**config.mk**
```make
export PLATFORM = sky130hd
export DESIGN_NAME = demux8_seq_flat
export DESIGN_NICKNAME = d
export VERILOG_FILES = /design/src/rtl/demux8_seq_if.sv /design/src/rtl/demux8_seq.sv /design/src/flat_wrapper.sv
export SDC_FILE = /design/constraint.sdc
export NUM_CORES = 1
export LEC_CHECK = 0
export CORE_UTILIZATION = 49
export DETAILED_ROUTE_END_ITERATION = 6
export PLACE_DENSITY = 0.83
export SLEW_MARGIN = 25
export SYNTH_ARGS = -nofsm -noshare
export SYNTH_HDL_FRONTEND = slang
export SYNTH_SLANG_ARGS = --single-unit
```
**constraint.sdc**
```tcl
create_clock -name clk -period 3.91 [get_ports clk]
set_input_delay 0.782 -clock clk [delete_from_list [all_inputs] [get_ports clk]]
set_output_delay 0.782 -clock clk [all_outputs]
set_load 0.01 [all_outputs]
```
**src/rtl/demux8_seq_if.sv**
```systemverilog
// Bus bundle for demux8_seq: write-side inputs and the registered lane/status outputs.
interface demux8_seq_if;
  logic       d_in;
  logic       valid;
  logic [2:0] s;
  logic       auto_mode;
  logic       clear;
  logic [7:0] y;
  logic [7:0] strobe;
  logic [2:0] ptr;
  logic       full;

  // Driver side: supplies writes and observes lane state.
  modport master (
    output d_in, valid, s, auto_mode, clear,
    input  y, strobe, ptr, full
  );

  // Demux side: consumes writes and drives lane state.
  modport slave (
    input  d_in, valid, s, auto_mode, clear,
    output y, strobe, ptr, full
  );
endinterface

```
**src/rtl/demux8_seq.sv**
```systemverilog
// 1-to-8 sequential demultiplexer. Bits are written either to an addressed
// lane (s) or to the next lane of an auto-fill sequence (ptr). Every output
// comes straight from a register.
module demux8_seq (
  input  logic          clk,
  input  logic          reset,
  demux8_seq_if.slave   bus
);

  typedef enum logic [1:0] {
    IDLE = 2'd0,
    FILL = 2'd1,
    FULL = 2'd2
  } state_t;

  state_t     state, next_state;
  logic [2:0] ptr_q, next_ptr;
  logic [7:0] y_q, next_y;
  logic [7:0] strobe_q, next_strobe;
  logic [2:0] lane;
  logic [7:0] lane_mask;
  logic       accept;

  // Lane chosen for this cycle's write and whether the write is taken.
  always_comb begin
    lane      = bus.auto_mode ? ptr_q : bus.s;
    lane_mask = 8'h01 << lane;
    // Auto writes are dropped once all eight lanes are filled; addressed
    // writes are always taken. clear overrides any write.
    accept    = bus.valid && !bus.clear && (!bus.auto_mode || state != FULL);
  end

  // Next-state, pointer, lane and strobe computation.
  always_comb begin
    // NOTE: every variable gets a default before any branch so no path leaves it unassigned (no latch).
    next_state  = state;
    next_ptr    = ptr_q;
    next_y      = y_q;
    next_strobe = 8'h00;

    if (bus.clear) begin
      next_state = IDLE;
      next_ptr   = 3'd0;
    end else if (accept) begin
      next_y      = bus.d_in ? (y_q | lane_mask) : (y_q & ~lane_mask);
      next_strobe = lane_mask;
      if (bus.auto_mode) begin
        next_ptr   = ptr_q + 3'd1;
        next_state = (ptr_q == 3'd7) ? FULL : FILL;
      end
    end
  end

  // State and output registers with synchronous reset.
  always_ff @(posedge clk) begin
    // NOTE: sequential state uses non-blocking assignments so all registers update together at the edge.
    if (reset) begin
      // NOTE: the lane bits are reset explicitly because they are visible outputs, not scratch storage.
      state    <= IDLE;
      ptr_q    <= 3'd0;
      y_q      <= 8'h00;
      strobe_q <= 8'h00;
    end else begin
      state    <= next_state;
      ptr_q    <= next_ptr;
      y_q      <= next_y;
      strobe_q <= next_strobe;
    end
  end

  assign bus.y      = y_q;
  assign bus.strobe = strobe_q;
  assign bus.ptr    = ptr_q;
  assign bus.full   = (state == FULL);

endmodule

```
**src/flat_wrapper.sv**
```systemverilog
// flat-port wrapper written by rule: the top's interface ports become plain ports
module demux8_seq_flat 
  (clk, reset, bus_d_in, bus_valid, bus_s, bus_auto_mode, bus_clear, bus_y, bus_strobe, bus_ptr, bus_full);
  demux8_seq_if bus_i ();
  input  logic clk;
  input  logic reset;
  input wire logic [$bits(bus_i.d_in)-1:0] bus_d_in;
  input wire logic [$bits(bus_i.valid)-1:0] bus_valid;
  input wire logic [$bits(bus_i.s)-1:0] bus_s;
  input wire logic [$bits(bus_i.auto_mode)-1:0] bus_auto_mode;
  input wire logic [$bits(bus_i.clear)-1:0] bus_clear;
  output wire logic [$bits(bus_i.y)-1:0] bus_y;
  output wire logic [$bits(bus_i.strobe)-1:0] bus_strobe;
  output wire logic [$bits(bus_i.ptr)-1:0] bus_ptr;
  output wire logic [$bits(bus_i.full)-1:0] bus_full;
  assign bus_i.d_in = bus_d_in;
  assign bus_i.valid = bus_valid;
  assign bus_i.s = bus_s;
  assign bus_i.auto_mode = bus_auto_mode;
  assign bus_i.clear = bus_clear;
  assign bus_y = bus_i.y;
  assign bus_strobe = bus_i.strobe;
  assign bus_ptr = bus_i.ptr;
  assign bus_full = bus_i.full;
  demux8_seq u_core (.clk(clk), .reset(reset), .bus(bus_i));
endmodule
```
# Word level (Yosys, flattened, before mapping)

Cells that the tools add are included.

Bits in writable memories: 0
Bits in read-only memories: 0
Memories: 0
Bits in latches: 0
Input port bits: 9
Logic and storage cells: 26
Bits in registers: 21

Add/sub/neg operators: 1
Multipliers: 0
Multiplexer cells: 3
Shift-type cells: 1
Equality and inequality tests: 3
Reductions and logical operators: 9
Div/mod/pow operators: 0
Bitwise logic cells: 5
Magnitude comparators: 0

Operators with widths:

| operator            | count |
|---|---|
| $and 8x8->8         | 1 |
| $mux 8              | 1 |
| $not 8->8           | 1 |
| $or 8x8->8          | 1 |
| $shl 1x3->8 const A | 1 |
| $reduce_and 2->1    | 2 |
| $add 3x1->3 const B | 1 |
| $eq 3x3->1 const B  | 1 |
| $mux 3              | 1 |
| $reduce_or 3->1     | 1 |
| $eq 2x2->1 const B  | 1 |
| $logic_and 1x1->1   | 2 |
| $logic_not 1->1     | 2 |
| $mux 2              | 1 |
| $ne 2x2->1 const B  | 1 |
| $not 1->1           | 2 |
| $reduce_or 2->1     | 1 |
| $logic_or 1x1->1    | 1 |

# Depth between registers and ports, before layout

Depth in word-level cells: 5
Mapped depth: 5

# Worst setup path before layout

OpenSTA, ideal clock, no wires.

Path type: input -> register
From: input port bus_auto_mode
To: register with a tool-made name
Arrival time: 1.872 ns
Cell stages on the path: 4
Setup slack: 1.966 ns
Setup time: 0.072 ns
Data required time: 3.838 ns
Buffers on the path: 1
Cells stage by stage: buf_6 > or3b_4 > a2111oi_2 > mux2i_1

RTL lines:

| element     | RTL line           | source |
|---|---|---|
| from (decl) | flat_wrapper.sv:10 | `input wire logic [$bits(bus_i.auto_mode)-1:0] bus_auto_mode;` |

# Worst setup path in the final report

From: register u_core.state[0]
To: output port bus_full

Cells in the longest elaborated chain, start to end: 1

RTL lines:

| element                | RTL line           | source |
|---|---|---|
| from (decl)            | demux8_seq.sv:16   | `state_t state, next_state;` |
| from (signal assigned) | demux8_seq.sv:64   | `state <= next_state;` |
| $eq 2x2->1             | demux8_seq.sv:74   | `assign bus.full = (state == FULL);` |
| to (decl)              | flat_wrapper.sv:15 | `output wire logic [$bits(bus_i.full)-1:0] bus_full;` |

Every way passes these cells.

==> flow_metrics.env <==
export IMPL_run_status="finished, final reports clean"
export IMPL_start_util_pct=54.2
export IMPL_multiInputGateArea_um2=524
export IMPL_worst_setup_path_type="reg2out"
export IMPL_ctsHoldBuffers=0
export IMPL_antenna_found_initial=0
export IMPL_coreArea_um2=1800
export IMPL_num_rows=15
export IMPL_max_freq_mhz=421
export IMPL_ys_flop_type="dfxtp_1"
export IMPL_highest_layer="met4"
export IMPL_cpMaxStageDelayCell="clkdlybuf4s50_1"
export IMPL_diodes=0
export IMPL_worst_path_max_fanout=7
export IMPL_fin_crit_ns=2.38
export IMPL_htreeDepth=1
export IMPL_drt_iter0_drc=14
export IMPL_grt_pass1_vias=789
export IMPL_ctsResizeCount=0
export IMPL_fin_ws_ns=1.53
export IMPL_worst_slew_pin_slew_ns=0.656
export IMPL_grt_overflow_total=0
export IMPL_critPathLaunchType="flip-flop"
export IMPL_synthCells=100
export IMPL_syn_nets=111
export IMPL_skew_ns=0.0132
export IMPL_cellPowerDensity_nw_per_um2=281
export IMPL_seqCellArea_um2=420
export IMPL_finish_utilization_pct=71.5
export IMPL_clk_pin_slew_ns=0.13
export IMPL_synth_top_area_cell="dfxtp_1"
export IMPL_wl_per_cell_um=13.3
export IMPL_setup_viol=0
export IMPL_hold_path_class="reg2reg"
export IMPL_finalHoldViolations=0
export IMPL_synthArstFlopShare_pct=0
export IMPL_yosysWarnings=0
export IMPL_clock_sinks=21
export IMPL_vias=843
export IMPL_root_buffer="clkbuf_4"
export IMPL_fill_cells=151
export IMPL_routed_wirelength_mm=2.02
export IMPL_die_x_um=46.6
export IMPL_synth_seq_cells=21
export IMPL_synth_edff_count=0
export IMPL_io_pins=29
export IMPL_grt_pass1_wl_mm=3.37
export IMPL_slowest_delay_ns=0.57
export IMPL_post_dp_hpwl_mm=1.51
export IMPL_synth_most_common_cell="dfxtp_1"
export IMPL_cts_tree="built"
export IMPL_io_buffers=28
export IMPL_cts_made_buffers=3
export IMPL_dp_slack_ns=1.24
export IMPL_wl_met3_um=77
export IMPL_gp_congestion=0.843
export IMPL_syn2layout_area_growth_pct=31.9
export IMPL_post_cts_buffers=0
export IMPL_worstPathCellList="nand2b_1, inv_1, clkdlybuf4s50_1"
export IMPL_required_ns=3.13
export IMPL_final_nets=139
export IMPL_r2r_setup_slack_ns=2.52
export IMPL_grt_use_total_pct=21.7
export IMPL_route_detailed_drc=0
export IMPL_yosys_area_top_type_share_pct=43.1
export IMPL_maxCapViolations=0
export IMPL_ys_types=28
export IMPL_rsz0062_at_grt="false"
export IMPL_antenna_left=0
export IMPL_yosys_top_cells_area="dfxtp_1 (43%), mux2i_1 (9.2%), nand2b_1 (7.1%), o2111ai_1 (5.4%), nor3_1 (4.6%)"
export IMPL_synth_commonest_cells="dfxtp_1 (21), nand2b_1 (11), mux2i_1 (9), nor3_1 (9), o2111ai_1 (6)"
export IMPL_maxSlewHeadroom_pct=56.2
export IMPL_syn_area_per_cell_um2=9.76
export IMPL_ys_seq_area_share_pct=43.1
export IMPL_worstSetupEndpointType="primary output"
export IMPL_cp_arrival_ns=1.60
export IMPL_grt_start_max_net_pins=19
export IMPL_ir_drop_mv=0.198
export IMPL_vias_per_cell=5.55
export IMPL_die_y_um=46.6
export IMPL_cellLeakagePower_nw=0.474
export IMPL_clk_path_buf_depth=2
export IMPL_slew_viol_final=0
export IMPL_finalSetupTns_ns=0
export IMPL_drt_pass1_iterations=4
export IMPL_wl_met2_um=984
export IMPL_drive_gt1_share_pct=7.09
export IMPL_clock_latency_ns=0.31
export IMPL_die_area_um2=2170
export IMPL_met1_length_um=923
export IMPL_period_share_pct=60.8
export IMPL_synth_area_um2=976
-- metrics by stage --
step	area (um2)	power (mW)	std cells	hold slack (ns)
6_report	1290	0.362	152	0.485
5_1_grt	1290	0.380	152	0.506
4_1_cts	1290	0.364	152	0.493
3_5_place_dp	1260	0.261	148	0.467
3_3_place_gp	1260	0.261	148	0.465
2_1_floorplan	976	0.246	100	0.446
-- cells in the final DEF, fill, tap and decap left out, types with 2 or more instances in the layout --
cell type,Yosys,layout
o21ai_0,4,4
clkbuf_4,0,3
nand4_1,3,3
dfxtp_1,21,21
a21oi_1,5,5
mux2i_1,9,9
o2111ai_1,6,6
nor3b_1,2,2
nand2b_1,11,11
ha_1,2,2
nand3_1,2,2
and3b_1,3,3
nor3_1,9,9
nor2_1,3,3
or3_1,2,2
a2111oi_2,2,2
nand3b_1,3,3
clkdlybuf4s50_1,0,28
-- worst max-delay path, delay by kind of cell (launching register included) --
family	cells	cell delay (ns)
DFF	1	0.35
buffers and inverters	2	0.74
and+or+nand+nor	1	0.19
-- cells by family after synthesis --
group,share of synthesized area (%)
fa+ha+maj,2.56
simple gates,27.7
buf+inv,3.20
compound gates,13.1
mux,10.4
flops,43.1
-- area by class of cell --
type | instances | area share, %
Clock buffer | 3 | 1.75
Tap cell | 25 | 2.43
Sequential cell | 21 | 32.7
Inverter | 1 | 0.292
Timing Repair Buffer | 28 | 21.8
Clock inverter | 1 | 0.389
Multi-Input combinational cell | 73 | 40.7
-- final timing paths --
kind,from,to,cells after the start
worst max-delay path,u_core.state[0],bus_full,3
worst min-delay path,flip-flop,flip-flop,2
worst max register to register,u_core.bus.ptr[0],u_core.state[0],4
worst min register to register,flip-flop,flip-flop,2
-- layer usage --
layer,up-vias,track usage (%)
li1,424,-
met1,389,28.0
met2,25,35.6
met3,5,3.53
met4,0,8.57
met5,-,0
-- where the power goes --
group | internal [mW] | switching [mW]
Combinational | 0.0194 | 0.0200
Clock | 0.0382 | 0.0674
Sequential | 0.216 | 0.00134
No activity file was read; power rests on OpenSTA's default activity.
